--- src/rtl/riscv_test_ctrl_if.sv ---
// Monitored core bus: data-memory write port and retirement strobe.
// The core side drives, the test controller observes.
interface riscv_test_ctrl_if #(
    parameter int XLEN = 32
) ();
    logic            mem_we;
    logic [XLEN-1:0] mem_addr;
    logic [XLEN-1:0] mem_wdata;
    logic            retire;
    logic [XLEN-1:0] pc;

    modport master (
        output mem_we, mem_addr, mem_wdata, retire, pc
    );

    modport slave (
        input mem_we, mem_addr, mem_wdata, retire, pc
    );
endinterface

--- src/rtl/riscv_test_ctrl.sv ---
// Test controller: sequences core reset, watches for the tohost write,
// counts cycles/retirements and flags timeouts or tight self-loops.
module riscv_test_ctrl #(
    parameter int              XLEN         = 32,
    parameter int              CNT_W        = 32,
    parameter int              RESET_CYCLES = 4,
    parameter int              MAX_CYCLES   = 1000,
    parameter int              LOOP_LIMIT   = 8,
    parameter logic [XLEN-1:0] TOHOST_ADDR  = 'h100
) (
    input  logic                 clk,
    input  logic                 reset,
    input  logic                 restart,
    riscv_test_ctrl_if.slave     bus,
    output logic                 core_reset,
    output logic                 done,
    output logic                 pass,
    output logic                 fail,
    output logic [XLEN-1:0]      fail_code,
    output logic                 timeout,
    output logic                 hang,
    output logic [CNT_W-1:0]     cycle_count,
    output logic [CNT_W-1:0]     instret_count
);

    localparam int HW = (RESET_CYCLES > 1) ? $clog2(RESET_CYCLES) : 1;
    localparam int LW = $clog2(LOOP_LIMIT + 1);

    localparam logic [HW-1:0]    HOLD_LAST = HW'(RESET_CYCLES - 1);
    localparam logic [LW-1:0]    LOOP_MAX  = LW'(LOOP_LIMIT);
    localparam logic [CNT_W-1:0] CYC_LAST  = CNT_W'(MAX_CYCLES - 1);

    typedef enum logic [1:0] {
        HOLD,
        RUN,
        DONE
    } state_t;

    state_t            state, state_n;
    logic [HW-1:0]     hold_cnt, hold_cnt_n;
    logic [LW-1:0]     loop_cnt, loop_cnt_n;
    logic [XLEN-1:0]   last_pc, last_pc_n;
    logic              core_reset_n, done_n, pass_n, fail_n;
    logic              timeout_n, hang_n;
    logic [XLEN-1:0]   fail_code_n;
    logic [CNT_W-1:0]  cycle_n, instret_n;
    logic              tohost_hit;

    assign tohost_hit = bus.mem_we && (bus.mem_addr == TOHOST_ADDR);

    always_comb begin
        state_n      = state;
        hold_cnt_n   = hold_cnt;
        loop_cnt_n   = loop_cnt;
        last_pc_n    = last_pc;
        core_reset_n = 1'b1;
        done_n       = done;
        pass_n       = pass;
        fail_n       = fail;
        fail_code_n  = fail_code;
        timeout_n    = timeout;
        hang_n       = hang;
        cycle_n      = cycle_count;
        instret_n    = instret_count;

        if (restart) begin
            state_n     = HOLD;
            hold_cnt_n  = '0;
            loop_cnt_n  = '0;
            last_pc_n   = '0;
            done_n      = 1'b0;
            pass_n      = 1'b0;
            fail_n      = 1'b0;
            fail_code_n = '0;
            timeout_n   = 1'b0;
            hang_n      = 1'b0;
            cycle_n     = '0;
            instret_n   = '0;
        end else begin
            unique case (state)
                HOLD: begin
                    hold_cnt_n = hold_cnt + 1'b1;
                    if (hold_cnt == HOLD_LAST) begin
                        hold_cnt_n   = hold_cnt;
                        state_n      = RUN;
                        core_reset_n = 1'b0;
                    end
                end
                RUN: begin
                    core_reset_n = 1'b0;
                    cycle_n      = cycle_count + 1'b1;
                    if (bus.retire) begin
                        instret_n = instret_count + 1'b1;
                        if (bus.pc == last_pc) begin
                            loop_cnt_n = loop_cnt + 1'b1;
                        end else begin
                            loop_cnt_n = LW'(1);
                            last_pc_n  = bus.pc;
                        end
                    end
                    // Priority: tohost, then self-loop, then timeout.
                    if (tohost_hit) begin
                        state_n      = DONE;
                        core_reset_n = 1'b1;
                        done_n       = 1'b1;
                        if (bus.mem_wdata == XLEN'(1)) begin
                            pass_n = 1'b1;
                        end else begin
                            fail_n      = 1'b1;
                            fail_code_n = bus.mem_wdata >> 1;
                        end
                    end else if (bus.retire && loop_cnt_n == LOOP_MAX) begin
                        state_n      = DONE;
                        core_reset_n = 1'b1;
                        done_n       = 1'b1;
                        hang_n       = 1'b1;
                    end else if (cycle_count == CYC_LAST) begin
                        state_n      = DONE;
                        core_reset_n = 1'b1;
                        done_n       = 1'b1;
                        timeout_n    = 1'b1;
                    end
                end
                DONE: begin
                    core_reset_n = 1'b1;
                end
                default: begin
                    state_n = HOLD;
                end
            endcase
        end
    end

    always_ff @(posedge clk) begin
        if (reset) begin
            state         <= HOLD;
            hold_cnt      <= '0;
            loop_cnt      <= '0;
            last_pc       <= '0;
            core_reset    <= 1'b1;
            done          <= 1'b0;
            pass          <= 1'b0;
            fail          <= 1'b0;
            fail_code     <= '0;
            timeout       <= 1'b0;
            hang          <= 1'b0;
            cycle_count   <= '0;
            instret_count <= '0;
        end else begin
            state         <= state_n;
            hold_cnt      <= hold_cnt_n;
            loop_cnt      <= loop_cnt_n;
            last_pc       <= last_pc_n;
            core_reset    <= core_reset_n;
            done          <= done_n;
            pass          <= pass_n;
            fail          <= fail_n;
            fail_code     <= fail_code_n;
            timeout       <= timeout_n;
            hang          <= hang_n;
            cycle_count   <= cycle_n;
            instret_count <= instret_n;
        end
    end

endmodule

--- src/flat_wrapper.sv ---
// flat-port wrapper written by rule: the top's interface ports become plain ports
module riscv_test_ctrl_flat 
#(
    parameter int              XLEN         = 32,
    parameter int              CNT_W        = 32,
    parameter int              RESET_CYCLES = 4,
    parameter int              MAX_CYCLES   = 1000,
    parameter int              LOOP_LIMIT   = 8,
    parameter logic [XLEN-1:0] TOHOST_ADDR  = 'h100
)
  (clk, reset, restart, core_reset, done, pass, fail, fail_code, timeout, hang, cycle_count, instret_count, bus_mem_we, bus_mem_addr, bus_mem_wdata, bus_retire, bus_pc);
  riscv_test_ctrl_if #(.XLEN(XLEN)) bus_i ();
  input  logic clk;
  input  logic reset;
  input  logic restart;
  output logic core_reset;
  output logic done;
  output logic pass;
  output logic fail;
  output logic [XLEN-1:0] fail_code;
  output logic timeout;
  output logic hang;
  output logic [CNT_W-1:0] cycle_count;
  output logic [CNT_W-1:0] instret_count;
  input wire logic [$bits(bus_i.mem_we)-1:0] bus_mem_we;
  input wire logic [$bits(bus_i.mem_addr)-1:0] bus_mem_addr;
  input wire logic [$bits(bus_i.mem_wdata)-1:0] bus_mem_wdata;
  input wire logic [$bits(bus_i.retire)-1:0] bus_retire;
  input wire logic [$bits(bus_i.pc)-1:0] bus_pc;
  assign bus_i.mem_we = bus_mem_we;
  assign bus_i.mem_addr = bus_mem_addr;
  assign bus_i.mem_wdata = bus_mem_wdata;
  assign bus_i.retire = bus_retire;
  assign bus_i.pc = bus_pc;
  riscv_test_ctrl #(.XLEN(XLEN), .CNT_W(CNT_W), .RESET_CYCLES(RESET_CYCLES), .MAX_CYCLES(MAX_CYCLES), .LOOP_LIMIT(LOOP_LIMIT), .TOHOST_ADDR(TOHOST_ADDR)) u_core (.clk(clk), .reset(reset), .restart(restart), .bus(bus_i), .core_reset(core_reset), .done(done), .pass(pass), .fail(fail), .fail_code(fail_code), .timeout(timeout), .hang(hang), .cycle_count(cycle_count), .instret_count(instret_count));
endmodule
--- config.mk ---
export PLATFORM = sky130hd
export DESIGN_NAME = riscv_test_ctrl_flat
export DESIGN_NICKNAME = d
export VERILOG_FILES = /design/src/rtl/riscv_test_ctrl_if.sv /design/src/rtl/riscv_test_ctrl.sv /design/src/flat_wrapper.sv
export SDC_FILE = /design/constraint.sdc
export NUM_CORES = 1
export LEC_CHECK = 0
export ABC_AREA = 1
export CORE_MARGIN = 2
export CORE_UTILIZATION = 30
export CTS_BUF_LIST = sky130_fd_sc_hd__clkbuf_4
export DETAILED_ROUTE_END_ITERATION = 6
export GPL_ROUTABILITY_DRIVEN = 0
export SLEW_MARGIN = 10
export SYNTH_ARGS = -nofsm -noshare
export SYNTH_HDL_FRONTEND = slang
export SYNTH_SLANG_ARGS = --single-unit
--- constraint.sdc ---
create_clock -name clk -period 1.8 [get_ports clk]
set_clock_uncertainty 0.15 [all_clocks]
set_input_delay 0.36 -clock clk [delete_from_list [all_inputs] [get_ports clk]]
set_output_delay 0.36 -clock clk [all_outputs]
set_load 0.01 [all_outputs]
==> flow_results.org, run 1 <==
** Timing
- Dividing the final minimum period by the clock period gives 109%.
- Subtracting the final worst setup slack from the clock period gives 1.96 ns.
- Fin. max-slew vios :: 0
- Final setup violation count :: 49
- Final hold violation count :: 0
- Derived from the worst setup path, the maximum achievable clock frequency is just over 0.5 GHz.
- Setup repair after global routing missed its margin :: yes
- Hold is met by 0.0405 ns.
- Min setup slack post-route :: -0.155 ns

** Placement
- At the placement stage, the worst setup path has a slack of -0.745 ns.
- Detailed placer's ending HPWL :: ~15,000 microns
- Area of placed instances :: 0.0103 sq mm
- Port Buf Inserts :: 201

** Finish
- Final-stage net count :: around 1,500
- Share of post-route cells with drive strength above 1 :: between 30% and 40%
- Layout overhead on the synthesized area :: 77.8%
- Post-layout utilization of the core :: approximately 54%
- Final Instance Area :: 0.0123 sq mm

** Setup path
- Arrival time worst endpoint :: about 2.3 ns
- CP most frequent cell :: sky130_fd_sc_hd__nor2_4
- Maximum cell stage delay along the critical path :: between 0.3 and 0.4 ns
- Worst EP required :: around 2.1 ns
- The worst setup path is launched from a flop.
- The signal on the critical path passes through buf_6 -> ha_4 -> nand4_1 -> nor2_4 -> nand2_2 -> or2_4 -> nor2_4 -> nand3_2 -> xor2_1 -> nor2_1.
- Type of the worst setup path :: reg2reg
- In this run the register-to-register setup slack is -0.16 ns.
- Critical path's slowest cell :: sky130_fd_sc_hd__dfxtp_2
- Along the worst path, the maximum fanout reaches 4.
- Endpoint kind of the worst setup timing path :: flop

** Power and ir drop
- Cell internal power was estimated by the tool at approximately 0.0042 W.
- Maximum vdd drop :: 0.360 mV
- Combinational group share of total power :: roughly a tenth
- For this design the static power due to leakage is 5.40 nW.
- Switching power summed over all nets :: about 0.0015 W
- Per report_power, the sequential group accounts for 54.0% of the total.
- Net switching is about a quarter of the power.
- The clock network burns 36.6% of the power.
- Dividing total power by cell area gives a power density of about 470 mW/mm^2.

** Route
- The count of nets left with antenna violations once routing finished came out at 0.
- After detailed routing, the total wire length is between 20,000 and 25,000 microns.
- Post-DR vias/cell :: ~4.6
- The detailed router placed around 7,800 vias in this run.
- After detailed routing, the number of remaining DRC violations is 0.
- Dividing the detail-routed wire length by the instance count gives between 10 and 15 microns.
- Count of TritonRoute iterations in the first routing pass :: 5
- The detailed router finished its first iteration with ~260 violations.

** Yosys
- Summing the sequential cell areas from Yosys gives between 40% and 50% of the chip area.
- Number of distinct library cells after synthesis :: 39
- Area share of the largest cell type after synthesis :: between 40% and 50%
- By area the synthesized netlist is led by sky130_fd_sc_hd__dfxtp_1 (41%), sky130_fd_sc_hd__nand2_1 (12%), sky130_fd_sc_hd__nor2_1 (8.6%), sky130_fd_sc_hd__inv_1 (7.2%), sky130_fd_sc_hd__a21oi_1 (5.2%).
- The mapped netlist covers ~0.0069 sq mm.
- Avg Cell Area, Syn :: 6.88 sq um
- Number of synthesized flops with an enable pin :: 0
- Counting every net in the synthesized netlist gives between 1,000 and 1,500.
- In the synthesized netlist the async set-or-reset flop fraction comes to 0%.
- Synthesis warning total :: 0
- After technology mapping, the gate count stands at ~1,000.
- Cell type with the largest total area after synthesis :: sky130_fd_sc_hd__dfxtp_1
- In the synthesized netlist the dominant register cell turns out to be sky130_fd_sc_hd__dfxtp_1.
- After synthesis the netlist holds a flip-flop and latch count of 141.

** Clock network
- CTS H-tree depth :: 4
- Clock latency on the worst-skew pair :: approximately 0.53 ns
- The number of clock buffers added by TritonCTS is 17.
- Clock tree from TritonCTS :: built
- Master cell of the clock root buffer :: sky130_fd_sc_hd__clkbuf_4
- Reg clk slew, reported paths :: roughly 0.14 ns
- CTS Sinks :: around 140
- Bufs on Longest Clock Path :: 2

** Floorplan
- The die is roughly 160 microns tall.
- Die Span X :: approximately 160 microns
- The initial utilization of the core area, before any placement, comes to roughly 31%.
- Top-level port count :: between 200 and 250
- Total Die Area :: approximately 0.024 sq mm
- The region available for standard cell placement spans 0.0226 sq mm.
- In this run the core area contains 55 standard-cell rows.

** Run status
- The final reports fail on negative setup slack.
- Outcome :: complete, but fails checks

** GRT
- The first global-routing pass estimated roughly 35,000 microns of wire.
- After global routing the overflow that remains totals 0.
- Entering global routing, the biggest net connects 44 pins.
- The via count of the first global-routing pass is about 7,200.
- All-layer global routing usage :: between 10% and 20%
- The number of antenna violations at the first check in global routing is 1.

** Worst hold path
- Type of the worst min-delay path :: in2reg

** Job
- Max capacitance violation total :: 0
registers in the layout, indices dropped and copies added (netlist names):
name,count
u_core.cycle_count,32
u_core.instret_count,32
u_core.last_pc,32
u_core.fail_code,31
u_core.loop_cnt,4
u_core.hold_cnt,2
u_core.state,2
u_core.core_reset,1
u_core.done,1
u_core.fail,1
u_core.hang,1
u_core.pass,1
u_core.timeout,1
cells in the final DEF, fill, tap and decap left out, types with 19 or more instances in the layout:
cell type / instances
sky130_fd_sc_hd__nand2_2: 36
sky130_fd_sc_hd__o21ai_2: 34
sky130_fd_sc_hd__dfxtp_1: 67
sky130_fd_sc_hd__buf_6: 27
sky130_fd_sc_hd__inv_1: 129
sky130_fd_sc_hd__a21oi_1: 62
sky130_fd_sc_hd__dfxtp_4: 27
sky130_fd_sc_hd__buf_2: 23
sky130_fd_sc_hd__xnor2_1: 27
sky130_fd_sc_hd__clkdlybuf4s50_1: 63
sky130_fd_sc_hd__nand2_1: 178
sky130_fd_sc_hd__dlygate4sd2_1: 78
sky130_fd_sc_hd__nor2_1: 106
sky130_fd_sc_hd__buf_4: 155
sky130_fd_sc_hd__nor2_2: 36
sky130_fd_sc_hd__nor2_4: 22
sky130_fd_sc_hd__dfxtp_2: 47
sky130_fd_sc_hd__xor2_1: 19
layer usage:
layer / global-route usage [%] / up-vias / share of wire (%)
met1: 23.3 / 3619 / 44
met5: 0 / - / 0
met2: 30.5 / 153 / 50
li1: - / 3975 / -
met4: 5.29 / 0 / 2.0
met3: 3.53 / 28 / 3.9
cell type report:
type | instances | area (sq um)
diodes | 1 | 2.50
clock buffers | 18 | 135
clock inverters | 14 | 144
fillers | 2147 | 10300
inverters | 135 | 515
multi-input cells | 694 | 4440
flip-flops and latches | 141 | 2980
well taps | 285 | 357
repair buffers | 401 | 3680
what timing repair did:
action	CTS	global route
buffers inserted	31	26
cloned	7	6
setup endpoints to repair	160	150
hold buffers	0	2
hold endpoints to repair	0	2
resized for setup	360	286
pin swaps	57	84
power groups by stage:
stage | sequential [W] | clock [W] | combinational [W]
6_report | 0.00308 | 0.00209 | 0.000534
5_1_grt | 0.00309 | 0.00231 | 0.000576
4_1_cts | 0.00310 | 0.00217 | 0.000475
3_5_place_dp | 0.00319 | 0 | 0.000482
3_3_place_gp | 0.00319 | 0 | 0.000478
2_1_floorplan | 0.00319 | 0 | 0.000142
cell families after synthesis:
logic type      synth area share (%)
flops                           41.0
buf+inv                         9.26
other cells                   0.0544
xor+xnor                        6.74
fa+ha+maj                      0.726
compound gates                  10.2
simple gates                    32.0
cell usage after synthesis, types with 2 or more instances:
master,number
sky130_fd_sc_hd__nor3_2,4
sky130_fd_sc_hd__buf_2,2
sky130_fd_sc_hd__nor2_4,2
sky130_fd_sc_hd__nor3b_1,3
sky130_fd_sc_hd__a21oi_1,71
sky130_fd_sc_hd__o2111a_1,2
sky130_fd_sc_hd__clkbuf_1,27
sky130_fd_sc_hd__nor2_1,158
sky130_fd_sc_hd__nor2_2,4
sky130_fd_sc_hd__nor3_1,21
sky130_fd_sc_hd__xnor2_1,33
sky130_fd_sc_hd__nand2_1,222
sky130_fd_sc_hd__o21ai_0,52
sky130_fd_sc_hd__nand3b_1,4
sky130_fd_sc_hd__ha_1,4
sky130_fd_sc_hd__nand2_2,3
sky130_fd_sc_hd__nand3_1,27
sky130_fd_sc_hd__nor4_1,25
sky130_fd_sc_hd__o21bai_1,2
sky130_fd_sc_hd__xor2_1,20
sky130_fd_sc_hd__inv_1,133
sky130_fd_sc_hd__nand4_1,18
sky130_fd_sc_hd__dfxtp_1,141
sky130_fd_sc_hd__o21a_1,6
sky130_fd_sc_hd__nand3_2,2
sky130_fd_sc_hd__or2_2,2
critical path: cells and delay by family, from the launching register on:
kind | cells | cell delay, ns
xor gates and xnor gates | 1 | 0.16
buffers and inverters | 1 | 0.09
adders and majority gates | 1 | 0.12
DFF | 1 | 0.35
and+or+nand+nor | 7 | 1.02
path summary, 6_finish.rpt:
kind                            from                  endpoint  cells past startpoint
max          u_core.instret_count[1]  u_core.instret_count[30]                     10
min                 bus_mem_wdata[8]       u_core.fail_code[7]                      4
max reg2reg  u_core.instret_count[1]  u_core.instret_count[30]                     10
min reg2reg              u_core.fail               u_core.fail                      2
stage by stage:
step	instances	power (W)	TNS, ns
detailed placement	1590	0.00367	-52.28
global route	1689	0.00597	-10.12
CTS	1657	0.00575	-0.655
global placement	1590	0.00367	-50.64
floorplan	1001	0.00333	-1.52
finish	1689	0.00571	-1.82
(Power assumes the default switching activity.)
==> run 2, diff against run 1 <==
RECOVER_POWER = 25   (was not set)
==> flow_results.org, run 2 (synthesized netlist as in run 1, its figures left out) <==
** Setup path
- Launching element type of the critical path :: flop
- By startpoint and endpoint, the worst setup path is classified as reg2reg.
- Ordered list of cells on the worst path :: buf_6 -> ha_4 -> nand4_1 -> nor2_4 -> nand2_2 -> or2_4 -> nor2_4 -> nand3_2 -> xor2_1 -> nor2_1
- Of all nets on the critical path, the largest fanout is 4.
- Critical path's slowest cell :: sky130_fd_sc_hd__dfxtp_2
- Origin of the critical flop-to-flop path :: u_core.instret_count[1]
- Measured in cells, the most critical reg-to-reg path has a length of 10.
- Maximum cell stage delay along the critical path :: between 0.3 and 0.4 ns
- The most numerous cell type found on the critical path is sky130_fd_sc_hd__nor2_4.
- The worst setup path is captured at a flop.
- The worst register-to-register path has a setup slack of -0.16 ns.
- Worst EP required :: around 2.1 ns
- Data arrives at the worst endpoint at roughly 2.3 ns.
- Worst R2R End :: u_core.instret_count[30]

** Finish
- Final-stage net count :: 1,495
- The largest registers in the layout are u_core.cycle_count x32, u_core.instret_count x32, u_core.last_pc x32.
- The finished layout holds roughly 1,700 standard cells, fillers aside.
- Layout overhead on the synthesized area :: 77.5%
- Of the cells placed in the final design, the portion with a size suffix greater than 1 is between 30% and 40%.
- Most frequent cells in the layout :: sky130_fd_sc_hd__nand2_1 (178), sky130_fd_sc_hd__buf_4 (152), sky130_fd_sc_hd__inv_1 (129)
- Leaving out fill and tap cells, the most frequent cell in the layout is sky130_fd_sc_hd__nand2_1.

** Power and ir drop
- Combinational logic burns 9.3% of the power.
- Relative contribution of the clock network to total power :: between 30% and 40%
- Cell Int Power :: 0.00422 W
- Maximum vdd drop :: about 0.36 mV
- PwrDens :: between 400 and 500 mW/mm^2
- The share of total power dissipated in sequential elements is a little over half.
- In this run switching power makes up a little over a quarter of total power.
- Switching power summed over all nets :: around 0.0015 W
- Overall power consumption after layout is estimated at ~0.0057 W.
- Leakage :: around 5.4 nW

** Route
- For this run, design rule violations remaining after detail routing come to 0.
- The first routing iteration left about 270 violations.
- The first TritonRoute pass finished after 5 iterations.
- After detailed routing, the total wire length is 23,400 microns.
- In the final routed layout, each cell accounts on average for around 14 microns.
- Dividing the detail-routed via count by the number of cells gives about 4.6.
- The detailed router placed approximately 7,800 vias in this run.
- Once detail routing completed, the nets flagged for antenna violations numbered 0.

** Clock network
- The clock passes through at most 2 buffers.
- Clock tree from TritonCTS :: built
- After clock tree synthesis, the clock-pin slew on the worst setup and hold paths is about 0.14 ns.
- Clock latency on the worst-skew pair :: between 0.5 and 0.6 ns
- The tree built by TritonCTS fans out to about 140 sinks.
- Clock tree synthesis selected as its root buffer the cell sky130_fd_sc_hd__clkbuf_4.
- CTS H-tree depth :: 4
- The number of clock buffers added by TritonCTS is 17.

** Timing
- Setup repair after global routing missed its margin :: yes
- Clock period minus final worst setup slack :: 1.96 ns
- After layout, the worst path uses 109% of the clock period.
- The final number of max-transition violations is 0.
- Min setup slack post-route :: -0.155 ns
- Maximum clock frequency :: slightly above 0.5 GHz
- Final setup violation count :: 69
- The total count of hold-check failures in the final report is 0.

** Floorplan
- Top-level port count :: slightly above 200
- Die span in y :: ~160 microns
- The initial utilization of the core area, before any placement, comes to a little under a third.
- In this run the horizontal extent of the chip is approximately 160 microns.
- Standard-cell row count :: between 50 and 60
- In this run the standard cell core region covers between 0.02 and 0.025 sq mm.
- Total Die Area :: roughly 0.024 sq mm

** Worst hold path
- Type of the worst min-delay path :: in2reg
- The worst hold path passes through 4 cells.
- For hold timing, the worst endpoint is u_core.fail_code[7].
- Source of the worst hold timing path :: bus_mem_wdata[8]

** Run status
- Outcome :: complete, but fails checks
- The checks that failed: negative setup slack.

** GRT
- Antenna violations before repair :: 1
- All-layer global routing usage :: between 15 and 20%
- Total congestion overflow :: 0
- The via count of the first global-routing pass is 7,193.
- Wire length of the first global-routing pass :: 35,100 microns
- Entering global routing, the biggest net connects 44 pins.

** Placement
- Port Buf Inserts :: roughly 200
- Timing analysis after detailed placement gives a worst setup slack of -0.745 ns.
- Placed Cells incl. Taps :: between 1,500 and 2,000
- Detailed placement ended at an HPWL of ~15,000 microns.

** Job
- Max-cap violations in this run came to 0.
## run 2: cell count changes in the layout (fill, tap and decap cells not counted), sizes merged
cell,change
buf,-3
clkbuf,+3
## run 2: metal layers
metal | GRT usage [%] | vias up | routed length, microns | share of wire [%]
li1 | - | 3976 | - | -
met1 | 23.3 | 3614 | 10300 | 44
met2 | 30.5 | 158 | 11700 | 50
met3 | 3.53 | 28 | 993 | 4.2
met4 | 5.29 | 0 | 458 | 2.0
met5 | 0 | - | 0 | 0
## run 2: how the worst max path moves through the flow
stage / from / slack, ns / depth (start not counted) / end
detailed placement: bus_mem_wdata[4] / -0.74 / 11 / u_core.fail_code[14]
floorplan: u_core.cycle_count[0] / -0.06 / 10 / u_core.cycle_count[18]
global placement: bus_mem_wdata[4] / -0.73 / 11 / u_core.fail_code[2]
global route: u_core.state[0] / -0.28 / 10 / u_core.cycle_count[22]
CTS: u_core.instret_count[1] / -0.13 / 10 / u_core.instret_count[30]
finish: u_core.instret_count[1] / -0.16 / 10 / u_core.instret_count[30]
## run 2: layout make-up
type                    count  area (sq um)
clock buffers              18           135
repair buffers            401          3670
clock inverters            14           144
inverters                 135           515
multi-input cells         694          4430
well taps                 285           357
flip-flops and latches    141          2980
fillers                  2149         10300
diodes                      1          2.50
## run 2: repair_timing
action                                 in CTS  in global routing
gates cloned                                7                  6
pin swaps                                  57                 84
endpoints found under the hold margin       0                  2
resized for setup                         360                286
setup buffers                              31                 26
setup endpoints to repair                 160                150
hold buffers                                0                  2
## run 2: critical path, delay by kind of cell (launching register included)
| family | cells | cell delay, ns |
|---|---|---|
| xor+xnor | 1 | 0.16 |
| fa+ha+maj | 1 | 0.12 |
| buf+inv | 1 | 0.09 |
| flops | 1 | 0.35 |
| simple gates | 7 | 1.02 |
## run 2: power groups by stage
stage	clock network (W)	logic, W	registers (W)
2_1_floorplan	0	0.000142	0.00319
3_3_place_gp	0	0.000478	0.00319
3_5_place_dp	0	0.000482	0.00319
4_1_cts	0.00217	0.000475	0.00310
5_1_grt	0.00231	0.000576	0.00309
6_report	0.00209	0.000533	0.00308
## run 2: metrics by stage
stage	util, %	hold WS [ns]	TNS (ns)	cell area [sq um]
finish	54.2	0.0405	-4.17	12200
global route	54.2	0.0137	-14.95	12200
CTS	49.9	0.00664	-0.655	11300
detailed placement	45.8	0.290	-52.28	10300
global placement	45.8	0.288	-50.64	10300
floorplan	-	0.279	-1.52	7040
==> run 3, diff against run 2 <==
CORE_UTILIZATION = 44   (was 30)
PLACE_DENSITY = 0.78   (was not set)
==> flow_results.org, run 3 (synthesized netlist as in run 1, its figures left out) <==
** GRT
- Via count of the first global-routing pass :: roughly 7,400
- Maximum number of pins on one net before global-route repair :: 53
- Wire length of the first global-routing pass :: between 30,000 and 40,000 microns
- All-layer global routing usage :: between 20% and 30%
- Total congestion overflow :: 0
- Antenna violations before repair :: 1

** Clock network
- Clock latency on the worst-skew pair :: roughly 0.58 ns
- Reg clk slew, reported paths :: 0.12 ns
- In this run the clock root is driven by a sky130_fd_sc_hd__clkbuf_4.
- TritonCTS built the clock tree.
- CTS Sinks :: approximately 140
- The longest clock path from root to sink contains 2 buffers.
- CTS H-tree depth :: 4
- Buffers inserted during clock tree synthesis total 17.

** Timing
- The final number of max-transition violations came to 0.
- The tightest hold path in the finished design has a slack of about 0.04 ns.
- Setup violations remaining at the end of the flow were counted as 107.
- Setup repair after global routing missed its margin :: yes
- For the finished layout, the period the worst path requires is 2.03 ns.
- Dividing the final minimum period by the clock period gives 113%.
- Based on the critical path, the design can be clocked at up to approximately 0.49 GHz.
- Final hold violation count :: 0
- After layout, the worst setup slack is -0.233 ns.

** Finish
- Summing all non-filler instances in the final layout gives an area of approximately 0.012 sq mm.
- The net count of the finished layout is between 1,000 and 1,500.
- The post-route netlist has about 38% of its cells at a drive strength greater than 1.
- Most frequent cells in the layout :: sky130_fd_sc_hd__nand2_1 (184), sky130_fd_sc_hd__buf_4 (141), sky130_fd_sc_hd__nor2_1 (130)
- For this run, the share of the core covered by cells in the final layout is between 80 and 90%.
- The library cell used most frequently in the layout, excluding fill and tap cells, is sky130_fd_sc_hd__nand2_1.
- Relative to the synthesized area, the layout overhead comes to 78.3%.
- Registers with the most flip-flops :: u_core.cycle_count x32, u_core.instret_count x32, u_core.last_pc x32

** Power and ir drop
- Maximum vdd drop :: 0.632 mV
- Leakage :: roughly 5.5 nW
- Dividing total power by cell area gives a power density of ~460 mW/mm^2.

** Run status
- The final reports fail on negative setup slack.
- Outcome :: complete, but fails checks

** Route
- The count of nets left with antenna violations once routing finished came out at 0.
- Vias after detailed routing :: between 8,000 and 9,000
- For this block, the initial DRC count from the detailed router was approximately 550.
- WL final :: 27,200 microns
- Dividing the detail-routed wire length by the instance count gives around 17 microns.
- The pre-antenna-repair detailed-routing pass consisted of 7 iterations.
- Using the TritonRoute via totals, the vias-per-cell ratio works out to roughly 5.3.
- After detailed routing, the number of remaining DRC violations is 0.

** Worst hold path
- Source of the worst hold timing path :: bus_mem_wdata[10]
- Type of the worst min-delay path :: in2reg

** Setup path
- The slowest stage of the critical path is the sky130_fd_sc_hd__dfxtp_1 cell.
- In this run the critical register-to-register path is launched from u_core.last_pc[6].
- Setup slack on the worst reg-to-reg path comes out at -0.23 ns.
- In this run the worst path has a maximum fanout of 8.
- The worst setup path is of the reg2reg kind.
- Endpoint of the most critical setup path :: u_core.last_pc[15]
- Maximum cell stage delay along the critical path :: about 0.34 ns
- The most critical setup path has its startpoint at u_core.last_pc[6].
- Worst R2R End :: u_core.last_pc[15]
- For the worst setup path, the data arrival time is 2.39 ns.
- CP most frequent cell :: sky130_fd_sc_hd__nand2_1
- Measured in cells, the most critical reg-to-reg path has a length of 12.
- For the worst setup path, the data required time is 2.15 ns.
- The critical path goes through inv_1 -> nand2_1 -> nand2_1 -> nand2_1 -> nor2_1 -> nand2_1 -> nor2_2 -> nand2_2 -> nand3_4 -> clkbuf_16 -> o21ai_2 -> a21oi_1.
- The worst setup path is launched from a flop.
- Endpoint kind of the worst setup timing path :: flop

** Floorplan
- The die covers roughly 0.017 sq mm.
- The initialized floorplan defines 45 standard-cell rows.
- Core footprint :: 0.0153 sq mm
- Top-level port count :: between 200 and 250
- In this run the vertical extent of the chip is around 130 microns.
- Effective utilization at floorplan :: a little under half
- Die Span X :: approximately 130 microns

** Placement
- Port Buf Inserts :: 201
- The HPWL after detailed placement is 14,700 microns.
- Area of placed instances :: about 0.010 sq mm

** Job
- The tool flagged a number of max-cap violations equal to 0.
[run 3: worst min-delay path by stage]
stage	end	slack, ns	cells past startpoint
detailed placement	u_core.fail	0.29	2
floorplan	u_core.hold_cnt[0]	0.28	1
global route	u_core.fail_code[14]	0.02	4
CTS	u_core.fail_code[4]	0.20	3
global placement	u_core.fail	0.28	2
finish	u_core.fail_code[9]	0.04	4
[run 3: critical path, delay by kind of cell (launching register included)]
kind,cells,cell delay (ns)
buffers and inverters,2,0.32
AO/OA/AOI/OAI,2,0.20
AND/OR/NAND/NOR,8,0.95
flip-flops,1,0.34
[run 3: stage by stage]
step                setup slack (ns)  power (W)  cells  setup TNS (ns)
floorplan                    -0.0633    0.00333   1001           -1.52
CTS                          -0.0988    0.00559   1567          -0.675
detailed placement            -0.604    0.00366   1499          -45.85
global placement              -0.542    0.00365   1499          -43.11
finish                        -0.233    0.00566   1617          -10.26
global route                  -0.295    0.00588   1617          -17.75
[run 3: where the power goes]
| group | total [W] | leakage, nW | internal [W] | switching, W |
|---|---|---|---|---|
| Combinational | 0.000565 | 4.17 | 0.000320 | 0.000245 |
| Clock | 0.00200 | 0.128 | 0.000787 | 0.00122 |
| Sequential | 0.00309 | 1.18 | 0.00309 | 0.00000269 |
[run 3: final cells by class]
type	count	area (sq um)
antenna	1	2.50
clock buffer	17	128
clock inverter	14	126
fill	925	2970
inverter	135	514
multi-input combinational	695	4420
sequential	141	2970
tap	211	264
timing repair buffer	403	3860
[run 3: timing repair]
| item | CTS | global route |
|---|---|---|
| setup buffers | 39 | 32 |
| endpoints found under the hold margin | 0 | 7 |
| gates resized for setup | 307 | 303 |
| pin swaps | 28 | 97 |
| gates cloned | 0 | 18 |
| hold buffers | 0 | 7 |
| setup endpoints to repair | 135 | 146 |
[run 3: per-layer routing]
| metal | share of wire, % | global-route usage, % |
|---|---|---|
| met4 | 3.9 | 10.9 |
| met2 | 52 | 44.2 |
| met5 | 0 | 0 |
| met1 | 38 | 30.7 |
| met3 | 6.2 | 5.28 |
